===== src/rtl/clause_pkg.sv =====
// Shared clause/engine sizing and types for the clause dispatch path.
// No logic; constants and typedefs only.
// No flow control of its own.
package clause_pkg;
    localparam int LIT_IDX_MAX = 1024;
    localparam int CLA_LENGTH  = 3;
    localparam int NUM_ENGINE  = 4;
    localparam int VAR_W       = $clog2(LIT_IDX_MAX) + 1;
    localparam int CLA_W       = CLA_LENGTH * VAR_W;
    localparam int ENG_CNT_W   = $clog2(NUM_ENGINE) + 1;

    typedef logic [CLA_W-1:0]     clause_t;
    typedef logic [ENG_CNT_W-1:0] eng_cnt_t;
endpackage


===== src/rtl/clause_dispatch_queue.sv =====
// Circular clause buffer: presents the oldest NUM_ENGINE clauses to the arbiter, retires accepted ones.
// Latency 1: a pushed clause appears on clause_out the cycle after it is accepted.
// ready_out drops when full (no same-cycle pop bypass); over-accept and post-load pushes set sticky err.
module clause_dispatch_queue
    import clause_pkg::*;
#(
    parameter int DEPTH = 16
) (
    input  logic                                clock,
    input  logic                                reset,
    input  logic [CLA_W-1:0]                    clause_in,
    input  logic                                clause_valid_in,
    output logic                                ready_out,
    input  logic                                load_done_in,
    output logic [NUM_ENGINE-1:0][CLA_W-1:0]    clause_out,
    output logic [ENG_CNT_W-1:0]                clause_cnt_out,
    input  logic [ENG_CNT_W-1:0]                accept_in,
    output logic [$clog2(DEPTH):0]              count_out,
    output logic                                done_out,
    output logic                                err_out
);
    localparam int PTR_W = $clog2(DEPTH);
    localparam int CNT_W = PTR_W + 1;

    // Storage is never cleared; stale entries are hidden by count.
    clause_t          mem [DEPTH];
    logic [PTR_W-1:0] rd_ptr;
    logic [PTR_W-1:0] wr_ptr;
    logic [CNT_W-1:0] count;
    logic             loaded;
    logic             err;

    logic             full;
    logic             push;
    logic             over;
    logic             drop_err;
    eng_cnt_t         win_cnt;
    eng_cnt_t         n_eff;

    // Push/pop qualification from current state; retire count is clamped to the visible window.
    always_comb begin
        full     = (count == CNT_W'(DEPTH));
        push     = clause_valid_in && !full && !loaded;
        if (count >= CNT_W'(NUM_ENGINE)) begin
            win_cnt = eng_cnt_t'(NUM_ENGINE);
        end else begin
            win_cnt = eng_cnt_t'(count);
        end
        over     = (accept_in > win_cnt);
        n_eff    = over ? win_cnt : accept_in;
        drop_err = clause_valid_in && loaded;
    end

    // Pointer, occupancy and sticky flag state.
    always_ff @(posedge clock) begin
        if (reset) begin
            rd_ptr <= '0;
            wr_ptr <= '0;
            count  <= '0;
            loaded <= 1'b0;
            err    <= 1'b0;
        end else begin
            if (push) begin
                wr_ptr <= wr_ptr + PTR_W'(1);
            end
            rd_ptr <= rd_ptr + PTR_W'(n_eff);
            count  <= count + CNT_W'(push) - CNT_W'(n_eff);
            if (load_done_in) begin
                loaded <= 1'b1;
            end
            if (over || drop_err) begin
                err <= 1'b1;
            end
        end
    end

    // Clause storage write.
    always_ff @(posedge clock) begin
        if (push) begin
            mem[wr_ptr] <= clause_in;
        end
    end

    // Presentation window: slot k is the k-th oldest entry, zero beyond the valid count.
    always_comb begin
        for (int k = 0; k < NUM_ENGINE; k++) begin
            clause_out[k] = '0;
            if (eng_cnt_t'(k) < win_cnt) begin
                clause_out[k] = mem[rd_ptr + PTR_W'(k)];
            end
        end
    end

    assign ready_out      = !full;
    assign clause_cnt_out = win_cnt;
    assign count_out      = count;
    assign done_out       = loaded && (count == '0);
    assign err_out        = err;
endmodule


===== config.mk =====
export PLATFORM = sky130hd
export DESIGN_NAME = clause_dispatch_queue
export DESIGN_NICKNAME = d
export VERILOG_FILES = /design/src/rtl/clause_pkg.sv /design/src/rtl/clause_dispatch_queue.sv
export SDC_FILE = /design/constraint.sdc
export NUM_CORES = 1
export LEC_CHECK = 0
export ABC_CLOCK_PERIOD_IN_PS = 4500
export BUFFER_PORTS_ARGS = -buffer_cell sky130_fd_sc_hd__buf_4
export CAP_MARGIN = 0
export CELL_PAD_IN_SITES_DETAIL_PLACEMENT = 1
export CELL_PAD_IN_SITES_GLOBAL_PLACEMENT = 1
export CORE_ASPECT_RATIO = 2
export CORE_MARGIN = 3
export CORE_UTILIZATION = 25
export CTS_BUF_LIST = sky130_fd_sc_hd__clkbuf_16
export DETAILED_ROUTE_END_ITERATION = 7
export PLACE_DENSITY = 0.47
export REMOVE_ABC_BUFFERS = 1
export SYNTH_ARGS = -nofsm -noshare
export SYNTH_HDL_FRONTEND = slang
export SYNTH_SLANG_ARGS = --single-unit

===== constraint.sdc =====
create_clock -name clock -period 4.5 [get_ports clock]
set_input_delay 0.9 -clock clock [delete_from_list [all_inputs] [get_ports clock]]
set_output_delay 0.9 -clock clock [all_outputs]
set_load 0.01 [all_outputs]

==> impl_metrics.env, run 1 <==
export IMPL_leakage_uw=0.0123
export IMPL_vias_per_cell=5.57
export IMPL_path_cells="buf_4 > buf_4 > mux4_2 > mux2i_1 > o22ai_1 > buf_4"
export IMPL_fp_dieH_microns=527
export IMPL_yosysUniqueCellTypes=40
export IMPL_clockBufferDepth=3
export IMPL_register_area_sq_um=16200
export IMPL_cts_hold_repair_buffers=0
export IMPL_cts_tree="yes"
export IMPL_dieArea_sq_um=140000
export IMPL_fin_crit_sh_pct=98.7
export IMPL_clock_sinks=543
export IMPL_ctsRootBufferMaster="clkbuf_16"
export IMPL_ys_seq_area_share_pct=47.6
export IMPL_port_buffers=182
export IMPL_grt_usage_pct=17.5
export IMPL_cpPeakStageDelay_ps=610
export IMPL_final_common_cell="edfxtp_1"
export IMPL_routedWlPerCell_microns=33.0
export IMPL_rows=190
export IMPL_synth_main_ff_cell="edfxtp_1"
export IMPL_drt_initial_drc_count=1650
export IMPL_syn_area_sq_um=33900
export IMPL_path_max_fanout=52
export IMPL_topRoutingLayerUsed="met5"
export IMPL_grt_overflow=0
export IMPL_met3_wirelength_microns=5010
export IMPL_critPathLaunchType="flip-flop"
export IMPL_async_flop_share_pct=0
export IMPL_path_clk_slew_ps=60
export IMPL_power_density_nw_per_um2=707
export IMPL_placed_cell_area_sq_um=37600
export IMPL_wl_met2_microns=67100
export IMPL_grt_pass1_wl_microns=176000
export IMPL_ios=183
export IMPL_cts_setup_buffers=0
export IMPL_ys_warn_count=0
export IMPL_drc=0
export IMPL_antenna_found_initial=7
export IMPL_status="completed"
export IMPL_required_ps=3600
export IMPL_cts_htree_levels=2
export IMPL_syn_avg_cell_area_sq_um=18.0
export IMPL_grt_pass1_vias=22900
export IMPL_synth_seq_cells=543
export IMPL_worstPathArrival_ps=3540
export IMPL_n_fill_cell=13700
export IMPL_peakVddDrop_v=0.000406
export IMPL_layout_drive_gt1_share_pct=44.7
export IMPL_fin_nets=2087
export IMPL_total_power_uw=28000
export IMPL_hold_violations=0
export IMPL_finalSetupViolations=0
export IMPL_grt_setup_unrepaired="yes"
export IMPL_worstMarginPinSlew_ps=1020
export IMPL_slowest_stage="buf_4"
export IMPL_critical_path_top_delay_family="buffers and inverters"
export IMPL_cts_buffers=56
export IMPL_hold_class="in -> reg"
export IMPL_netlist_instances=1882
export IMPL_grt_max_degree=96
export IMPL_final_area_sq_um=39600
export IMPL_end_kind="primary output"
export IMPL_wl_met1_microns=50100
export IMPL_worstSetupPathType="reg -> out"
export IMPL_hpwlAfterDp_microns=79100
export IMPL_worst_hold_slack_ps=467
export IMPL_fin_worst_skew_ps=28.4
export IMPL_final_cell_mix="edfxtp_1 (528), mux4_2 (509), mux2i_1 (284), buf_4 (242), o22ai_1 (112)"
export IMPL_fmax_mhz=225
export IMPL_report_final_slew_viol_count=0
export IMPL_syn2layout_area_growth_pct=16.8
export IMPL_cp_num_buf_inv=3
export IMPL_wl_microns=125000
export IMPL_multiInputGateArea_sq_um=16900
export IMPL_max_slew_margin_rel_pct=32.2
export IMPL_place_gp_congestion=0.772
export IMPL_drt_pass1_iterations=5
export IMPL_maxCapViolations=0
export IMPL_die_width_microns=266
export IMPL_synth_edf_count=528
export IMPL_period_minus_slack_ps=4440
export IMPL_cpMostUsedCell="buf_4"
export IMPL_clk_latency_ps=670
export IMPL_start_util_pct=25.2
export IMPL_vias=21200
export IMPL_ant_nets=0
export IMPL_core_area_sq_um=134000
[final cells by class]
| type | count | share of cell area, % |
|---|---|---|
| Antenna cell | 4 | 0.0253 |
| Clock inverter | 48 | 1.09 |
| Inverter | 13 | 0.123 |
| Sequential cell | 543 | 40.8 |
| Tap cell | 1728 | 5.46 |
| Clock buffer | 57 | 3.60 |
| Timing Repair Buffer | 273 | 6.17 |
| Multi-Input combinational cell | 1137 | 42.7 |
[synth_stat cells (3+ instances only)]
master	instances	area share, %
a211oi_1	6	0.13
a21o_1	6	0.13
a21oi_1	8	0.12
a221oi_1	18	0.46
a311oi_1	3	0.077
a31oi_1	16	0.30
buf_1	17	0.19
buf_2	71	1.0
buf_4	48	1.1
buf_6	10	0.33
clkbuf_1	43	0.48
dfxtp_1	15	0.89
edfxtp_1	528	47
ha_1	21	0.77
inv_1	13	0.14
mux2_2	22	0.73
mux2i_1	286	8.4
mux4_2	509	34
nand2_1	44	0.49
nand2b_1	7	0.13
nor2_1	25	0.28
nor2b_1	3	0.055
nor3_1	4	0.059
o21ai_0	15	0.22
o22ai_1	113	2.1
xnor2_1	7	0.18
xor2_1	8	0.21
[tightest hold or removal path, stage by stage]
cell and delay [ps]:
buf_4 80, nor2_1 30, nor2_1 60
[path summary, 6_finish.rpt]
kind / startpoint / slack, ps / endpoint / cells after the start
worst min-delay path: load_done_in / 470 / loaded / 3
worst max register to register: count_out[4] / 490 / count_out[4] / 16
worst max-delay path: rd_ptr[1] / 60 / clause_out[32] / 6
worst min register to register: loaded / 510 / loaded / 2
[power breakdown]
part           internal (uW)  total, uW  switching [uW]
registers               5680       5810             134
clock network           2710       4860            2150
logic                   7670      17300            9650
[registers in the layout (all words and copies together), names as in the netlist]
register	count
wr_ptr	4
rd_ptr	4
mem	528
loaded	1
err_out	1
count_out	5
[stage by stage]
stage | TNS, ps | utilization [%] | std cells | worst slack (ps)
2_1_floorplan | -2947700 | - | 1693 | -25490
3_3_place_gp | 0 | 28.0 | 3692 | 475
3_5_place_dp | 0 | 28.0 | 3692 | 462
4_1_cts | -26.0 | 29.4 | 3798 | -26.0
5_1_grt | -24.5 | 29.5 | 3801 | -13.3
6_report | 0 | 29.5 | 3803 | 59.2
[repair_timing]
| action | 4_1_cts | 5_1_grt |
|---|---|---|
| setup endpoints to repair | 3 | 17 |
| resized for setup | 2 | 9 |
| cloned | 1 | 1 |
| pin swaps | 0 | 1 |
[metal layers]
| metal | global-route usage [%] | up-vias |
|---|---|---|
| li1 | - | 8584 |
| met1 | 21.4 | 11800 |
| met2 | 32.3 | 610 |
| met3 | 2.21 | 147 |
| met4 | 4.74 | 6 |
| met5 | 0 | - |
[kinds of logic (layout without fill, tap and decap cells)]
group	count (synthesis)	count (layout)	share of synthesized area, %
XOR/XNOR	15	15	0.387
other	0	4	0
buffers and inverters	202	391	3.25
AO/OA/AOI/OAI	188	188	3.61
AND/OR/NAND/NOR	94	94	1.24
flip-flops	543	543	47.6
adder cells (fa/ha/maj)	23	23	0.893
multiplexers	817	817	43.0
(Power assumes the default switching activity.)
==> run 2, diff against run 1 <==
RECOVER_POWER = 25   (was default)
TNS_END_PERCENT = 1   (was default)
==> run 2 against run 1 <==
Register-to-register slack got worse by 40 ps. Sequential power barely moved. Combinational power barely moved. Clock power barely moved. Core utilization fell by 0.097 points. Cell area fell by 0.33%. Final cell count barely moved. Critical path type unchanged. Largest cell class unchanged. Highest routed layer unchanged.
==> impl_metrics.env, run 2 (synthesis results as in run 1) <==
export IMPL_core_area_sq_um=134000
export IMPL_hold_violations=0
export IMPL_grt_pass1_wl_microns=176000
export IMPL_finalSetupViolations=0
export IMPL_antenna_found_initial=9
export IMPL_hold_class="in -> reg"
export IMPL_top_register="mem"
export IMPL_drt_pass1_iterations=5
export IMPL_worstMarginPinSlew_ps=1010
export IMPL_status="completed"
export IMPL_clockBufferDepth=3
export IMPL_ios=183
export IMPL_drt_initial_drc_count=1656
export IMPL_largest_reg_flops=528
export IMPL_fp_dieH_microns=527
export IMPL_period_minus_slack_ps=4460
export IMPL_clock_sinks=543
export IMPL_rows=190
export IMPL_fin_worst_skew_ps=30.2
export IMPL_routedWlPerCell_microns=32.8
export IMPL_max_slew_margin_rel_pct=32.9
export IMPL_cts_hold_repair_buffers=0
export IMPL_report_final_slew_viol_count=0
export IMPL_worstPathArrival_ps=3560
export IMPL_final_cell_mix="edfxtp_1 (528), mux4_2 (509), mux2i_1 (285), buf_4 (217), o22ai_1 (113)"
export IMPL_place_gp_congestion=0.772
export IMPL_maxCapViolations=0
export IMPL_layout_drive_gt1_share_pct=43.4
export IMPL_die_width_microns=266
export IMPL_fin_nets=2086
export IMPL_ctsRootBufferMaster="clkbuf_16"
export IMPL_critPathLaunchType="flip-flop"
export IMPL_wl_microns=125000
export IMPL_fin_crit_sh_pct=99.1
export IMPL_peakVddDrop_v=0.000410
export IMPL_worstSetupPathType="reg -> out"
export IMPL_vias_per_cell=5.57
export IMPL_start_util_pct=25.2
export IMPL_post_layout_nonfiller_instances=3802
export IMPL_drc=0
export IMPL_path_max_fanout=52
export IMPL_worst_hold_slack_ps=466
export IMPL_cts_buffers=56
export IMPL_leakage_uw=0.0122
export IMPL_path_cells="buf_4 > buf_4 > mux4_2 > mux2i_1 > o22ai_1 > buf_4"
export IMPL_cts_tree="yes"
export IMPL_fmax_mhz=224
export IMPL_clk_latency_ps=670
export IMPL_ant_nets=0
export IMPL_end_kind="primary output"
export IMPL_hpwlAfterDp_microns=79100
export IMPL_cts_htree_levels=2
export IMPL_vias=21200
export IMPL_grt_max_degree=96
export IMPL_syn2layout_area_growth_pct=16.4
export IMPL_path_clk_slew_ps=60
export IMPL_port_buffers=182
export IMPL_grt_setup_unrepaired="yes"
export IMPL_n_fill_cell=13700
export IMPL_required_ps=3600
export IMPL_dieArea_sq_um=140000
export IMPL_grt_overflow=0
export IMPL_cpMostUsedCell="buf_4"
export IMPL_grt_pass1_vias=22900
export IMPL_cpPeakStageDelay_ps=630
export IMPL_final_common_cell="edfxtp_1"
export IMPL_power_density_nw_per_um2=706
export IMPL_grt_usage_pct=17.5
export IMPL_placed_cells=3692
export IMPL_slowest_stage="buf_4"
## run 2: layout make-up
class | instances | area [sq um] | share of cell area [%]
Antenna cell | 4 | 10.0 | 0.0254
Clock buffer | 57 | 1430 | 3.61
Clock inverter | 48 | 432 | 1.09
Inverter | 13 | 48.8 | 0.124
Multi-Input combinational cell | 1137 | 16900 | 42.8
Sequential cell | 543 | 16200 | 41.0
Tap cell | 1728 | 2160 | 5.48
Timing Repair Buffer | 272 | 2330 | 5.91
## run 2: worst max-delay path: cells and delay by family, from the launching register on
kind	cells	cell delay, ps
muxes	2	820
DFF	1	400
AOI/OAI and AO/OA	1	200
buffers and inverters	3	1380
## run 2: repair_timing
| action | in CTS | in global routing |
|---|---|---|
| gates resized for setup | 2 | 7 |
| cloned | 1 | 0 |
| pin swaps | 0 | 1 |
| setup buffers | 0 | 0 |
| endpoints found under the setup margin | 3 | 17 |
| hold endpoints to repair | 0 | 0 |
## run 2: stage by stage
| step | setup WS, ps | utilization [%] | area (sq um) | total power, uW | setup TNS [ps] |
|---|---|---|---|---|---|
| after global placement | 475 | 28.0 | 37600 | 23400 | 0 |
| after floorplan | -25490 | - | 32900 | 15300 | -2947700 |
| after global routing | -12.9 | 29.4 | 39500 | 29300 | -21.5 |
| final | 41.9 | 29.4 | 39500 | 27900 | 0 |
| after CTS | -26.0 | 29.4 | 39500 | 28500 | -26.0 |
| after detailed placement | 462 | 28.0 | 37600 | 23400 | 0 |
## run 2: where the power goes
group	total, uW	internal (uW)	switching, uW
clock	4860	2710	2150
sequential	5820	5680	134
combinational	17200	7620	9580
total	27900	16000	11900
## run 2: per-layer routing
metal | track usage [%] | routed length (microns) | share of wire, %
met3 | 2.21 | 5430 | 4.4
met1 | 21.4 | 49200 | 39
met2 | 32.3 | 66700 | 53
met4 | 4.74 | 3300 | 2.6
met5 | 0 | 47 | 0.038
## run 2: worst paths after layout
path	startpoint	end	slack (ps)	cells past startpoint
worst max-delay path	rd_ptr[1]	clause_out[32]	40	6
worst max register to register	count_out[4]	count_out[4]	450	16
worst min register to register	loaded	loaded	510	2
worst min-delay path	load_done_in	loaded	470	3
==> run 3, diff against run 2 <==
ABC_AREA = 1   (was default)
PLACE_DENSITY = 0.52   (was 0.47)
SLEW_MARGIN = 20   (was default)
==> run 3 against run 2 <==
Via count increased by 59%. Global-route usage increased by 5.3 points. Core utilization decreased by 0.32 points. Combinational power increased by 26%. Count of clock-buffer cells in the layout increased by 2. Total power increased by 17%. Wire length increased by 32%. Sequential power increased by 1%. Critical path depth increased by 2. Non-clock buffer count increased by 6. Critical endpoint is now clause_out[102]. Largest power group unchanged.
==> impl_metrics.env, run 3 <==
export IMPL_status="completed"
export IMPL_path_clk_slew_ps=60
export IMPL_syn_area_sq_um=33900
export IMPL_fmax_mhz=225
export IMPL_register_area_sq_um=16200
export IMPL_antenna_found_initial=5
export IMPL_fp_dieH_microns=527
export IMPL_drt_pass1_iterations=5
export IMPL_peakVddDrop_v=0.000748
export IMPL_power_density_nw_per_um2=832
export IMPL_post_place_ws_ps=599
export IMPL_drc=0
export IMPL_final_common_cell="nand2_1"
export IMPL_dieArea_sq_um=141000
export IMPL_synth_main_ff_cell="edfxtp_1"
export IMPL_clockBufferDepth=3
export IMPL_yosys_top_cells_area="edfxtp_1 (47%), nand3_1 (21%), nand2_1 (18%)"
export IMPL_die_width_microns=267
export IMPL_vias_per_cell=5.26
export IMPL_port_buffers=182
export IMPL_period_minus_slack_ps=4450
export IMPL_hpwlAfterDp_microns=97800
export IMPL_end_kind="primary output"
export IMPL_max_slew_margin_rel_pct=23.9
export IMPL_start_util_pct=25.3
export IMPL_synth_seq_cells=543
export IMPL_worst_hold_slack_ps=461
export IMPL_netlist_instances=4607
export IMPL_fin_worst_skew_ps=36.8
export IMPL_ys_warn_count=0
export IMPL_synth_top_area_share_pct=46.7
export IMPL_cts_buffers=57
export IMPL_finalSetupViolations=0
export IMPL_grt_pass1_vias=35200
export IMPL_leakage_uw=0.0162
export IMPL_yosysUniqueCellTypes=23
export IMPL_syn_avg_cell_area_sq_um=7.37
export IMPL_cts_tree="yes"
export IMPL_largest_reg_flops=528
export IMPL_rows=190
export IMPL_n_fill_cell=16200
export IMPL_critPathLaunchType="flip-flop"
export IMPL_drt_initial_drc_count=2053
export IMPL_wl_microns=164000
export IMPL_synth_common_cells="nand2_1 (1619), nand3_1 (1456), nor2_1 (562)"
export IMPL_clk_latency_ps=680
export IMPL_top_register="mem"
export IMPL_multiInputGateArea_sq_um=16200
export IMPL_ys_seq_area_share_pct=47.6
export IMPL_fin_nets=4677
export IMPL_worstPathArrival_ps=3550
export IMPL_vias=33600
export IMPL_clock_sinks=543
export IMPL_worst_slack_ps=53.3
export IMPL_final_cell_mix="nand2_1 (1616), nand3_1 (1456), nor2_1 (538), edfxtp_1 (528), buf_4 (217)"
export IMPL_required_ps=3600
export IMPL_syn2layout_area_growth_pct=15.0
export IMPL_cts_setup_buffers=0
export IMPL_cts_htree_levels=2
export IMPL_place_gp_congestion=0.760
export IMPL_grt_setup_unrepaired="yes"
export IMPL_ant_nets=0
export IMPL_tns_ps=0
export IMPL_ctsRootBufferMaster="clkbuf_16"
export IMPL_cts_hold_repair_buffers=0
export IMPL_final_area_sq_um=39000
export IMPL_routedWlPerCell_microns=25.7
export IMPL_placed_cell_area_sq_um=37200
export IMPL_report_final_slew_viol_count=0
export IMPL_worstSetupPathType="reg -> out"
export IMPL_layout_drive_gt1_share_pct=8.33
export IMPL_grt_overflow=0
export IMPL_ios=183
export IMPL_hold_class="in -> reg"
export IMPL_core_area_sq_um=134000
export IMPL_worstMarginPinSlew_ps=1140
export IMPL_async_flop_share_pct=0
export IMPL_synth_edf_count=528
export IMPL_grt_usage_pct=22.8
export IMPL_hold_violations=0
export IMPL_fin_crit_sh_pct=98.8
export IMPL_path_max_fanout=148
export IMPL_synth_top_cell_by_area="edfxtp_1"
export IMPL_yosysMostFrequentCell="nand2_1"
export IMPL_grt_pass1_wl_microns=235000
export IMPL_grt_max_degree=180
export IMPL_maxCapViolations=0
==> run 3: cell count changes after synthesis, moves of 16 or more <==
cell | previous run | this run
buf_1 | 17 | 55
a31oi_1 | 16 | 0
mux4_2 | 509 | 0
mux2_2 | 22 | 0
nand2_1 | 44 | 1619
buf_2 | 71 | 134
a221oi_1 | 18 | 0
nand3_1 | 1 | 1456
o22ai_1 | 113 | 0
clkbuf_1 | 43 | 78
mux2i_1 | 286 | 0
nor2_1 | 25 | 562
inv_1 | 13 | 29
==> run 3: worst paths after layout <==
check / from / endpoint / slack (ps) / cells after the start
worst max-delay path: rd_ptr[1] / clause_out[102] / 50 / 8
worst min-delay path: load_done_in / loaded / 460 / 3
worst max register to register: count_out[3] / count_out[4] / 610 / 19
worst min register to register: err_out / err_out / 520 / 2
==> run 3: power by group <==
part           switching [uW]  total [uW]  internal [uW]  leakage (uW)
Clock                    2230        4940           2710      0.000927
Sequential                217        5900           5690       0.00489
Combinational           15000       21600           6600        0.0104
==> run 3: metrics by stage <==
step	utilization (%)	std cells	total power (uW)
detailed placement	27.7	6283	27800
global route	29.1	6388	34800
global placement	27.7	6283	27800
finish	29.1	6390	32500
CTS	29.1	6387	32900
floorplan	-	4277	16300
==> run 3: kinds of logic (layout without fill, tap and decap cells) <==
family / Yosys count / after routing / share of synthesized area (%)
AND/OR/NAND/NOR: 3643 / 3643 / 45.7
flip-flops: 543 / 543 / 47.6
buffers and inverters: 369 / 421 / 5.27
adder cells (fa/ha/maj): 23 / 23 / 0.892
AO/OA/AOI/OAI: 23 / 23 / 0.339
XOR/XNOR: 6 / 6 / 0.221
other: 0 / 3 / 0
==> run 3: final cells by class <==
class                   count  share of cell area, %
repair buffers            278                   6.18
inverters                  39                  0.494
clock inverters            45                  0.946
clock buffers              59                   3.78
multi-input cells        3695                   41.6
diodes                      3                 0.0192
flip-flops and latches    543                   41.4
well taps                1728                   5.54
==> run 3: layer usage <==
metal / wire length (microns) / vias up / GRT usage [%]
met3: 5320 / 240 / 2.06
li1: - / 15600 / -
met2: 86400 / 691 / 42.8
met1: 67300 / 17100 / 27.1
met5: 31 / - / 0
met4: 5060 / 4 / 7.19
==> run 3: repair_timing <==
action / CTS / global route
gates resized for setup: 2 / 17
setup endpoints to repair: 11 / 34
endpoints found under the hold margin: 0 / 0
==> run 3: worst max-delay path: stages, from the launching register on <==
cell and delay [ps]:
dfxtp_4 720, inv_8 200, ha_4 430, buf_16 500
nor2_1 110, nor2_1 150, nor2_1 60, nor2_1 330
buf_4 200
